### src/rtl/riscv_alu_pkg.sv
// Shared types and constants for the ALU issue stage: the buffered request
// record and the ALU opcode encodings used when generating stimulus.
package riscv_alu_pkg;

  // Width of the opaque request tag carried alongside each op.
  localparam int ALU_TAG_W = 5;

  // ALU opcodes. The issue stage passes these through without interpreting them.
  localparam logic [2:0] ALUCTRL_ADD = 3'b000;
  localparam logic [2:0] ALUCTRL_SUB = 3'b001;
  localparam logic [2:0] ALUCTRL_AND = 3'b010;
  localparam logic [2:0] ALUCTRL_OR  = 3'b011;
  localparam logic [2:0] ALUCTRL_SLT = 3'b101;

  // One buffered ALU request.
  typedef struct packed {
    logic [31:0]          srca;
    logic [31:0]          srcb;
    logic [2:0]           aluctrl;
    logic [ALU_TAG_W-1:0] tag;
  } alu_req_t;

endpackage

### src/rtl/alu_issue_stage_if.sv
// Bundle of the request handshake, the ALU drive/return wires and the
// response handshake of the ALU issue stage.
//
// Handshake rule (request and response channels alike): a transfer happens
// on a rising clk edge where valid and ready are both 1. The sender holds
// valid and its payload until that edge; ready may be computed from the
// receiver's registered state only, never from valid.
interface alu_issue_stage_if
  import riscv_alu_pkg::*;
#(
  parameter int TAG_W = ALU_TAG_W
);

  // Request channel (decode/operand fetch -> issue stage)
  logic             req_valid;
  logic             req_ready;
  logic [31:0]      req_srca;
  logic [31:0]      req_srcb;
  logic [2:0]       req_aluctrl;
  logic [TAG_W-1:0] req_tag;

  // ALU drive and combinational return
  logic [31:0]      SrcA;
  logic [31:0]      SrcB;
  logic [2:0]       ALUControl;
  logic [31:0]      ALUResult;
  logic             Zero;

  // Response channel (issue stage -> writeback/branch logic)
  logic             rsp_valid;
  logic             rsp_ready;
  logic [31:0]      rsp_result;
  logic             rsp_zero;
  logic [TAG_W-1:0] rsp_tag;

  // The issue stage itself.
  modport slave (
    input  req_valid, req_srca, req_srcb, req_aluctrl, req_tag,
    output req_ready,
    output SrcA, SrcB, ALUControl,
    input  ALUResult, Zero,
    output rsp_valid, rsp_result, rsp_zero, rsp_tag,
    input  rsp_ready
  );

  // The surroundings: producer, ALU and consumer.
  modport master (
    output req_valid, req_srca, req_srcb, req_aluctrl, req_tag,
    input  req_ready,
    input  SrcA, SrcB, ALUControl,
    output ALUResult, Zero,
    input  rsp_valid, rsp_result, rsp_zero, rsp_tag,
    output rsp_ready
  );

endinterface

### src/rtl/alu_req_fifo.sv
// Request FIFO for the ALU issue stage. Occupancy is tracked by an explicit
// counter, so full/empty never depend on pointer comparison. The caller must
// not push when full nor pop when empty.
module alu_req_fifo
  import riscv_alu_pkg::*;
#(
  parameter int  DEPTH = 4,
  parameter type T     = alu_req_t
) (
  input  logic                   clk,
  input  logic                   reset,
  input  logic                   flush,
  input  logic                   push,
  input  T                       din,
  input  logic                   pop,
  output T                       head,
  output logic [$clog2(DEPTH):0] count
);

  localparam int PTR_W = $clog2(DEPTH);
  localparam int CNT_W = PTR_W + 1;

  T                 mem [DEPTH];
  logic [PTR_W-1:0] wr_ptr;
  logic [PTR_W-1:0] rd_ptr;

  // Storage write; contents are left untouched by reset and flush.
  always_ff @(posedge clk) begin
    if (push && !flush) begin
      mem[wr_ptr] <= din;
    end
  end

  // Pointer and occupancy update; pointers wrap naturally at DEPTH.
  always_ff @(posedge clk or posedge reset) begin
    if (reset) begin
      wr_ptr <= '0;
      rd_ptr <= '0;
      count  <= '0;
    end else if (flush) begin
      wr_ptr <= '0;
      rd_ptr <= '0;
      count  <= '0;
    end else begin
      if (push) begin
        wr_ptr <= wr_ptr + PTR_W'(1);
      end
      if (pop) begin
        rd_ptr <= rd_ptr + PTR_W'(1);
      end
      case ({push, pop})
        2'b10:   count <= count + CNT_W'(1);
        2'b01:   count <= count - CNT_W'(1);
        default: ;
      endcase
    end
  end

  assign head = mem[rd_ptr];

endmodule

### src/rtl/alu_issue_stage.sv
// ALU issue stage: buffers ALU requests, drives the FIFO head onto the ALU
// inputs and captures the ALU's combinational result into a registered
// response slot with valid/ready backpressure. One op per cycle sustained.
// TAG_W must equal riscv_alu_pkg::ALU_TAG_W, the tag width of the buffered record.
module alu_issue_stage
  import riscv_alu_pkg::*;
#(
  parameter int DEPTH = 4,
  parameter int TAG_W = ALU_TAG_W
) (
  input  logic                   clk,
  input  logic                   reset,
  input  logic                   flush,
  alu_issue_stage_if.slave       bus,
  output logic [$clog2(DEPTH):0] fifo_count,
  output logic [31:0]            op_count
);

  localparam int CNT_W = $clog2(DEPTH) + 1;

  alu_req_t         push_req;
  alu_req_t         head;
  logic             empty;
  logic             full;
  logic             push;
  logic             cap;

  logic             rsp_valid_q;
  logic [31:0]      rsp_result_q;
  logic             rsp_zero_q;
  logic [TAG_W-1:0] rsp_tag_q;

  // Full/empty come from the registered count only, so a same-cycle pop
  // never opens req_ready.
  assign empty = (fifo_count == '0);
  assign full  = (fifo_count == CNT_W'(DEPTH));

  assign bus.req_ready = !full && !flush;
  assign push          = bus.req_valid && bus.req_ready;

  // Capture the head whenever the response slot is free or being drained.
  assign cap = !empty && (!rsp_valid_q || bus.rsp_ready) && !flush;

  // Pack the incoming request into the buffered record.
  always_comb begin
    push_req         = '0;
    push_req.srca    = bus.req_srca;
    push_req.srcb    = bus.req_srcb;
    push_req.aluctrl = bus.req_aluctrl;
    push_req.tag     = bus.req_tag;
  end

  alu_req_fifo #(
    .DEPTH (DEPTH),
    .T     (alu_req_t)
  ) u_fifo (
    .clk   (clk),
    .reset (reset),
    .flush (flush),
    .push  (push),
    .din   (push_req),
    .pop   (cap),
    .head  (head),
    .count (fifo_count)
  );

  // ALU drive: head entry when buffered, otherwise a clean all-zero op.
  always_comb begin
    bus.SrcA       = '0;
    bus.SrcB       = '0;
    bus.ALUControl = '0;
    if (!empty) begin
      bus.SrcA       = head.srca;
      bus.SrcB       = head.srcb;
      bus.ALUControl = head.aluctrl;
    end
  end

  // Response slot and completion counter; flush drops the valid but keeps
  // the last captured payload and the count.
  always_ff @(posedge clk or posedge reset) begin
    if (reset) begin
      rsp_valid_q  <= 1'b0;
      rsp_result_q <= '0;
      rsp_zero_q   <= 1'b0;
      rsp_tag_q    <= '0;
      op_count     <= '0;
    end else if (flush) begin
      rsp_valid_q <= 1'b0;
    end else if (cap) begin
      rsp_valid_q  <= 1'b1;
      rsp_result_q <= bus.ALUResult;
      rsp_zero_q   <= bus.Zero;
      rsp_tag_q    <= head.tag;
      op_count     <= op_count + 32'd1;
    end else if (rsp_valid_q && bus.rsp_ready) begin
      rsp_valid_q <= 1'b0;
    end
  end

  assign bus.rsp_valid  = rsp_valid_q;
  assign bus.rsp_result = rsp_result_q;
  assign bus.rsp_zero   = rsp_zero_q;
  assign bus.rsp_tag    = rsp_tag_q;

endmodule

### src/flat_wrapper.sv
// flat-port wrapper written by rule: the top's interface ports become plain ports
module alu_issue_stage_flat import riscv_alu_pkg::*;
#(
  parameter int DEPTH = 4,
  parameter int TAG_W = ALU_TAG_W
)
  (clk, reset, flush, fifo_count, op_count, bus_req_valid, bus_req_srca, bus_req_srcb, bus_req_aluctrl, bus_req_tag, bus_req_ready, bus_SrcA, bus_SrcB, bus_ALUControl, bus_ALUResult, bus_Zero, bus_rsp_valid, bus_rsp_result, bus_rsp_zero, bus_rsp_tag, bus_rsp_ready);
  alu_issue_stage_if #(.TAG_W(TAG_W)) bus_i ();
  input  logic clk;
  input  logic reset;
  input  logic flush;
  output logic [$clog2(DEPTH):0] fifo_count;
  output logic [31:0] op_count;
  input wire logic [$bits(bus_i.req_valid)-1:0] bus_req_valid;
  input wire logic [$bits(bus_i.req_srca)-1:0] bus_req_srca;
  input wire logic [$bits(bus_i.req_srcb)-1:0] bus_req_srcb;
  input wire logic [$bits(bus_i.req_aluctrl)-1:0] bus_req_aluctrl;
  input wire logic [$bits(bus_i.req_tag)-1:0] bus_req_tag;
  output wire logic [$bits(bus_i.req_ready)-1:0] bus_req_ready;
  output wire logic [$bits(bus_i.SrcA)-1:0] bus_SrcA;
  output wire logic [$bits(bus_i.SrcB)-1:0] bus_SrcB;
  output wire logic [$bits(bus_i.ALUControl)-1:0] bus_ALUControl;
  input wire logic [$bits(bus_i.ALUResult)-1:0] bus_ALUResult;
  input wire logic [$bits(bus_i.Zero)-1:0] bus_Zero;
  output wire logic [$bits(bus_i.rsp_valid)-1:0] bus_rsp_valid;
  output wire logic [$bits(bus_i.rsp_result)-1:0] bus_rsp_result;
  output wire logic [$bits(bus_i.rsp_zero)-1:0] bus_rsp_zero;
  output wire logic [$bits(bus_i.rsp_tag)-1:0] bus_rsp_tag;
  input wire logic [$bits(bus_i.rsp_ready)-1:0] bus_rsp_ready;
  assign bus_i.req_valid = bus_req_valid;
  assign bus_i.req_srca = bus_req_srca;
  assign bus_i.req_srcb = bus_req_srcb;
  assign bus_i.req_aluctrl = bus_req_aluctrl;
  assign bus_i.req_tag = bus_req_tag;
  assign bus_req_ready = bus_i.req_ready;
  assign bus_SrcA = bus_i.SrcA;
  assign bus_SrcB = bus_i.SrcB;
  assign bus_ALUControl = bus_i.ALUControl;
  assign bus_i.ALUResult = bus_ALUResult;
  assign bus_i.Zero = bus_Zero;
  assign bus_rsp_valid = bus_i.rsp_valid;
  assign bus_rsp_result = bus_i.rsp_result;
  assign bus_rsp_zero = bus_i.rsp_zero;
  assign bus_rsp_tag = bus_i.rsp_tag;
  assign bus_i.rsp_ready = bus_rsp_ready;
  alu_issue_stage #(.DEPTH(DEPTH), .TAG_W(TAG_W)) u_core (.clk(clk), .reset(reset), .flush(flush), .bus(bus_i), .fifo_count(fifo_count), .op_count(op_count));
endmodule
### config.mk
export PLATFORM = sky130hd
export DESIGN_NAME = alu_issue_stage_flat
export DESIGN_NICKNAME = d
export VERILOG_FILES = /design/src/rtl/riscv_alu_pkg.sv /design/src/rtl/alu_issue_stage_if.sv /design/src/rtl/alu_req_fifo.sv /design/src/rtl/alu_issue_stage.sv /design/src/flat_wrapper.sv
export SDC_FILE = /design/constraint.sdc
export NUM_CORES = 1
export LEC_CHECK = 0
export ABC_AREA = 1
export CAP_MARGIN = 25
export CORE_MARGIN = 4
export CORE_UTILIZATION = 30
export CTS_CLUSTER_DIAMETER = 60
export DETAILED_ROUTE_END_ITERATION = 12
export SETUP_SLACK_MARGIN = 0.15
export SYNTH_ARGS = -nofsm -noshare
export SYNTH_HDL_FRONTEND = slang
export SYNTH_SLANG_ARGS = --single-unit
### constraint.sdc
create_clock -name clk -period 4.25 [get_ports clk]
set_input_delay 0.6375 -clock clk [delete_from_list [all_inputs] [get_ports clk]]
set_output_delay 0.6375 -clock clk [all_outputs]
set_load 0.02 [all_outputs]
-- Yosys cells after proc, flatten, opt, wreduce, memory -nomap -nowiden
Memories as Yosys holds them, arrays and structs flattened.
Cells that the tools add are included.
- flip-flop bits (word level): 78
- memory bits (writable): 288
- input port bits: 110
- output and inout bits: 142
- word-level logic and storage cells: 49
- memories: 1
- memories (memory ; depth ; bits a word ; rd ports ; clocked after memory_dff ; write ports ; RTL line ; text):
    u_core.u_fifo.mem ; 4 ; 72 ; 1 ; 0 ; 1 ; alu_req_fifo.sv:23 ; T mem [DEPTH];
- add/sub/neg operators: 5
- eq/ne operators: 3
- muxes and demuxes: 14
- bitwise operators: 1
- reductions and logical operators: 17
- operators by type and width (kind ; count):
    two-way mux 32 bit ; 2
    adder 32 x 1 -> 32 bit, second input constant ; 1
    two-way mux 2 bit ; 4
    logical AND 1 bit ; 6
    two-way mux 3 bit ; 2
    one-hot mux 3 bit (2 select lines) ; 1
    nonzero test 3 bit ; 2
    two-way mux 1 bit ; 5
    adder 2 x 1 -> 2 bit, second input constant ; 2
    zero test 1 bit ; 4
    nonzero test 2 bit ; 2
    adder 3 x 1 -> 3 bit, second input constant ; 1
    == test 3 bit, second input constant ; 1
    zero test 3 bit ; 1
    subtractor 3 x 1 -> 3 bit, second input constant ; 1
    == test 2 x 1 -> 1 bit, second input constant ; 1
    == test 2 bit, second input constant ; 1
    AND reduction 2 bit ; 1
    logical OR 1 bit ; 1
    inverter 1 bit ; 1

-- Logic depth before layout (Yosys ltp)
- word-level depth: 7
- gate-level depth with buffers: 13

-- Hierarchy
Synthesis repeated with hierarchy kept, for this count alone.
- cells, all modules: 1315
- area, all modules: 14994.4 um^2
- modules (own cells, without submodules) (module ; times used ; cells an instance ; area an instance (um^2) ; seq. area each (um^2)):
    alu_req_fifo ; 1 ; 756 ; 11098.1 ; 8823.5
    alu_issue_stage ; 1 ; 559 ; 3896.2 ; 1776.7

-- Least setup slack after synthesis
No wires, ideal clock.
- kind: input-to-reg
- start point: in flush
- end point: mem u_core.u_fifo.mem[0][0] (netlist bit), enable pin
- setup time: 0.503 ns
- arrival: 3.919 ns
- required time: 3.747 ns
- path slack: -0.172 ns
- stages: 3
- buffers on the path: 0
- cell sequence: inv_2 nand3_2 nor2_1
- longest elaborated chain between the ends: 6
- RTL lines (element ; RTL line ; text):
    from (decl) ; flat_wrapper.sv:11 ; input logic flush;
    zero test 1 bit * ; alu_req_fifo.sv:29, alu_issue_stage.sv:38 ;
    logical AND 1 bit ; alu_issue_stage.sv:38 ; assign bus.req_ready = !full && !flush;
    logical AND 1 bit ; alu_issue_stage.sv:39 ; assign push = bus.req_valid && bus.req_ready;
    logical AND 1 bit * ; alu_req_fifo.sv:29 ; if (push && !flush) begin
    two-way mux 1 bit * ; alu_req_fifo.sv:29 ;
    two-way mux 1 bit (implied by the code) * ; alu_req_fifo.sv:30 ; mem[wr_ptr] <= din;
    to (decl) ; alu_req_fifo.sv:23 ;
Every way passes the cells marked *; elsewhere a longest branch is shown, timed or not.

-- Worst setup path in the final report
- start point: reg u_core.u_fifo.rd_ptr[0]
- end point: out bus_SrcA[10]
- longest elaborated chain between the ends: 2
- RTL lines (element ; RTL line ; text):
    from (decl) ; alu_req_fifo.sv:25 ; logic [PTR_W-1:0] rd_ptr;
    from (signal assigned) ; alu_req_fifo.sv:49 ; rd_ptr <= rd_ptr + PTR_W'(1);
    memory read (4 x 72 bit) ; -- ;
    two-way mux 32 bit ; alu_issue_stage.sv:72 ; if (!empty) begin
    to (decl) ; flat_wrapper.sv:20 ; output wire logic [$bits(bus_i.SrcA)-1:0] bus_SrcA;
No other way between the ends.

==> key figures <==
Critical path
  – Crit end category: output pin
  – Crit Path Category: reg -> out
  – Worst stage delay on the critical path: 0.65 ns
  – Delay-heaviest family, CP: buffers and inverters
  – Critical Path AT: 3.07 ns
  – Data required, critical path: 3.61 ns
  – WP buf/inv: 3
  – CP Max Fanout: 84
  – Crit path cell chain: inv_4 -> buf_4 -> o21ai_0 -> a21oi_1 -> clkdlybuf4s50_1
  – CP max-delay cell: clkdlybuf4s50_1
  – Startpoint Class: register

STA
  – Fin crit share: 87.3%
  – Final Max Tran Viols: 0
  – RSZ-0062 raised after global routing: no
  – Setup TNS: 0 ns
  – # setup viols final: 0
  – Post-layout min period: 3.71 ns
  – Max Freq: 269 MHz
  – Final Hold Fails: 0
  – Worst Tran Pin Value: 0.830 ns
  – Fin Clk Skew: 0.0249 ns
  – Slew headroom: 44.7%

Clock tree
  – Maximum clock insertion buffer count: 3
  – Post CTS Setup Buffer Count: 0
  – Hold_buf cts: 0
  – CTS tree: yes
  – CTS root buffer: clkbuf_16
  – H-tree Lvls: 2
  – Skew-Pair Late Insertion Delay: 0.57 ns
  – Clock transition at the registers of the reported paths: 0.06 ns
  – Resized cells post-CTS: 0
  – CTS Sinks: 366
  – Total CTS buffers: 45

Logic synthesis
  – Syn avg cell area: 11.0 µm²
  – Synth Cell Area: 0.0149 mm²
  – Leading area contributor after synthesis: edfxtp_1
  – Synth warn: 0
  – Synthesized netlist cell count: 1,353
  – Register area share after synthesis: 71.0%
  – Cell variety after synth: 32
  – #FFs+latches synth: 366
  – Net Count, Synth: 1,469
  – Top cell type's share of synthesized area: 58.0%
  – Largest cells by area after synthesis: edfxtp_1 (58%), dfrtp_1 (13%), nor2_1 (8.4%)

Routing
  – Routed wire length per instance: 17.1 µm
  – Final ANT Viol Nets: 0
  – Via count: 10,600
  – Drt pass-1 iters: 5
  – Post-route DRC: 0
  – Post-Route WL: 39,500 µm
  – Initial DRC Count: 738
  – Routed vias/inst: 4.58

Die
  – Initial Util: 30.4%
  – DIE AREA: 0.0534 mm²
  – DIE HEIGHT: 231 µm
  – Row count: 81
  – Placeable Area: 0.0491 mm²
  – Die Wd: 231 µm
  – IO Pins: 252

Cells and area
  – Share of cells above drive strength 1: 6.99%
  – # diodes: 0
  – Fillers: 4,704
  – Post-Layout Inst Area: 0.0197 mm²
  – Layout Nets: 1,724
  – Area grow syn2layout: 31.9%
  – Post-layout util: 40.1%

GRT
  – Initial antenna violation count: 2
  – First-pass GRT wire length: 61,000 µm
  – Gr usage total: 14.5%
  – Largest net degree at the start of global routing: 146
  – Remaining global-route overflow: 0
  – Vias in the first global route: 10,600

Placement
  – PortBufs: 251
  – DP HPWL: 23,200 µm
  – Routability congestion estimate: 0.866
  – Post-placement cell area: 0.0182 mm²

Worst hold path
  – Hold Crit Class: reg -> reg

Pwr
  – Combinational group share of total power: 38.7%
  – Worst IR Drop VDD: 466 µV
  – Overall Power: 13,500 µW
  – Leak pwr: 0.00722 µW
  – Sequential Power Share: 33.2%
  – Sw Pwr: 4960 µW
  – Internal: 8560 µW
  – Pwr/cell area: 687 mW/mm²
  – Clock power frac: 28.1%
  – Sw Share: 36.7%

Run status
  – Outcome: finished, final reports clean

Run
  – Max-cap violations: 0
[worst paths after layout]
path / start / to / slack (ns) / depth (start not counted)
max: u_core.u_fifo.rd_ptr[0] / bus_SrcA[10] / 0.54 / 5
min: u_core.bus.rsp_result[29] / u_core.bus.rsp_result[29] / 0.48 / 2
max reg2reg: u_core.u_fifo.count[0] / u_core.u_fifo.count[2] / 1.96 / 12
min reg2reg: u_core.bus.rsp_result[29] / u_core.bus.rsp_result[29] / 0.48 / 2
max in group asynchronous: reset / u_core.op_count[29] / 2.93 / 3
min in group asynchronous: reset / u_core.bus.rsp_result[22] / 0.53 / 2
[area by class of cell]
type | count | area (µm²) | share of cell area (%)
timing repair buffer | 272 | 2700 | 13.7
sequential | 366 | 10600 | 53.9
clock inverter | 30 | 285 | 1.45
clock buffer | 54 | 1200 | 6.11
inverter | 45 | 173 | 0.877
multi-input combinational | 878 | 3890 | 19.7
tap | 664 | 831 | 4.22
[cell usage in the layout (no fill, tap or decap), types with 2 or more instances in the layout]
cell type          n
clkinv_4           3
nor2_4             6
clkinvlp_4         2
clkdlybuf4s50_1  251
ha_1               5
nand2_1          253
dfrtp_4            2
nor2_1           329
buf_4             19
dfrtp_1           76
nand3_1           16
nand2_2            3
o21ai_0          149
nand4_1            4
nor3_2             2
a21oi_1           69
inv_8              2
xnor2_1            5
nand3b_1           7
inv_2              5
buf_12             2
nor2_2             5
o22ai_1            5
edfxtp_1         288
xor2_1            11
clkinv_2           7
bufinv_16          4
nor3_1             2
inv_6              2
clkbuf_1           7
clkinv_1          10
clkbuf_16         47
inv_1             38
[synthesized netlist by cell type]
master    number
a31oi_1        1
nand4_1        4
nor3_1         2
xnor2_1        5
dfrtp_1       78
nand3b_1       7
nor2_2         5
buf_1         12
a21oi_1       69
nand3_1       16
nor2_4         2
nor3_2         2
ha_1           5
nand2_1      253
buf_6          1
nand2_2        3
inv_2          5
fa_1           1
nor2_1       333
nand3_4        1
buf_2         32
o22ai_1        5
nand3_2        1
and2_1         1
buf_4          2
xor2_1        11
o21ai_0      149
clkbuf_1      17
o21ai_1        1
edfxtp_1     288
inv_1         40
and3_1         1
[registers in the layout, indices dropped and copies added (netlist names)]
signal and count:
u_core.bus.rsp_result 32, u_core.bus.rsp_tag 5, u_core.bus.rsp_valid 1, u_core.bus.rsp_zero 1, u_core.op_count 32, u_core.u_fifo.count 3, u_core.u_fifo.mem 288, u_core.u_fifo.rd_ptr 2
u_core.u_fifo.wr_ptr 2
[cell families (layout without fill, tap and decap cells)]
group | after synthesis | after routing | share of synthesized area [%]
DFF | 366 | 366 | 71.0
buffers and inverters | 109 | 401 | 3.11
adders and majority gates | 6 | 6 | 0.553
xor gates and xnor gates | 16 | 16 | 0.939
and+or+nand+nor | 631 | 631 | 16.8
AOI/OAI and AO/OA | 225 | 225 | 7.60
[power groups by stage]
| stage | combinational (µW) | sequential (µW) | clock, µW |
|---|---|---|---|
| floorplan | 2700 | 4770 | 0 |
| CTS | 5360 | 4500 | 3920 |
| global placement | 5300 | 4550 | 0 |
| finish | 5240 | 4490 | 3800 |
| detailed placement | 5320 | 4570 | 0 |
| global route | 5710 | 4540 | 4070 |
[worst min-delay path: cells and delay by family, from the launching register on]
family / cells / cell delay, ns
flip-flops: 1 / 0.34
AND/OR/NAND/NOR: 2 / 0.11
[routing by layer]
layer  share of wire (%)  routed length (µm)  global-route usage (%)  vias to the layer above
met5               0.058                  23                       0                        -
met2                  47               18400                    23.4                      324
met4                 2.8                1090                    5.26                        4
met3                 6.2                2460                    3.20                       71
met1                  44               17500                    19.2                     5083
li1                    -                   -                       -                     5101
[per-stage QoR]
| stage | instances | hold WS [ns] | setup WS [ns] |
|---|---|---|---|
| 2_1_floorplan | 1353 | 0.575 | -0.172 |
| 3_3_place_gp | 2225 | 0.462 | 1.11 |
| 3_5_place_dp | 2225 | 0.465 | 1.11 |
| 4_1_cts | 2309 | 0.479 | 0.471 |
| 5_1_grt | 2309 | 0.498 | 0.322 |
| 6_report | 2309 | 0.477 | 0.539 |
(Power assumes the default switching activity.)
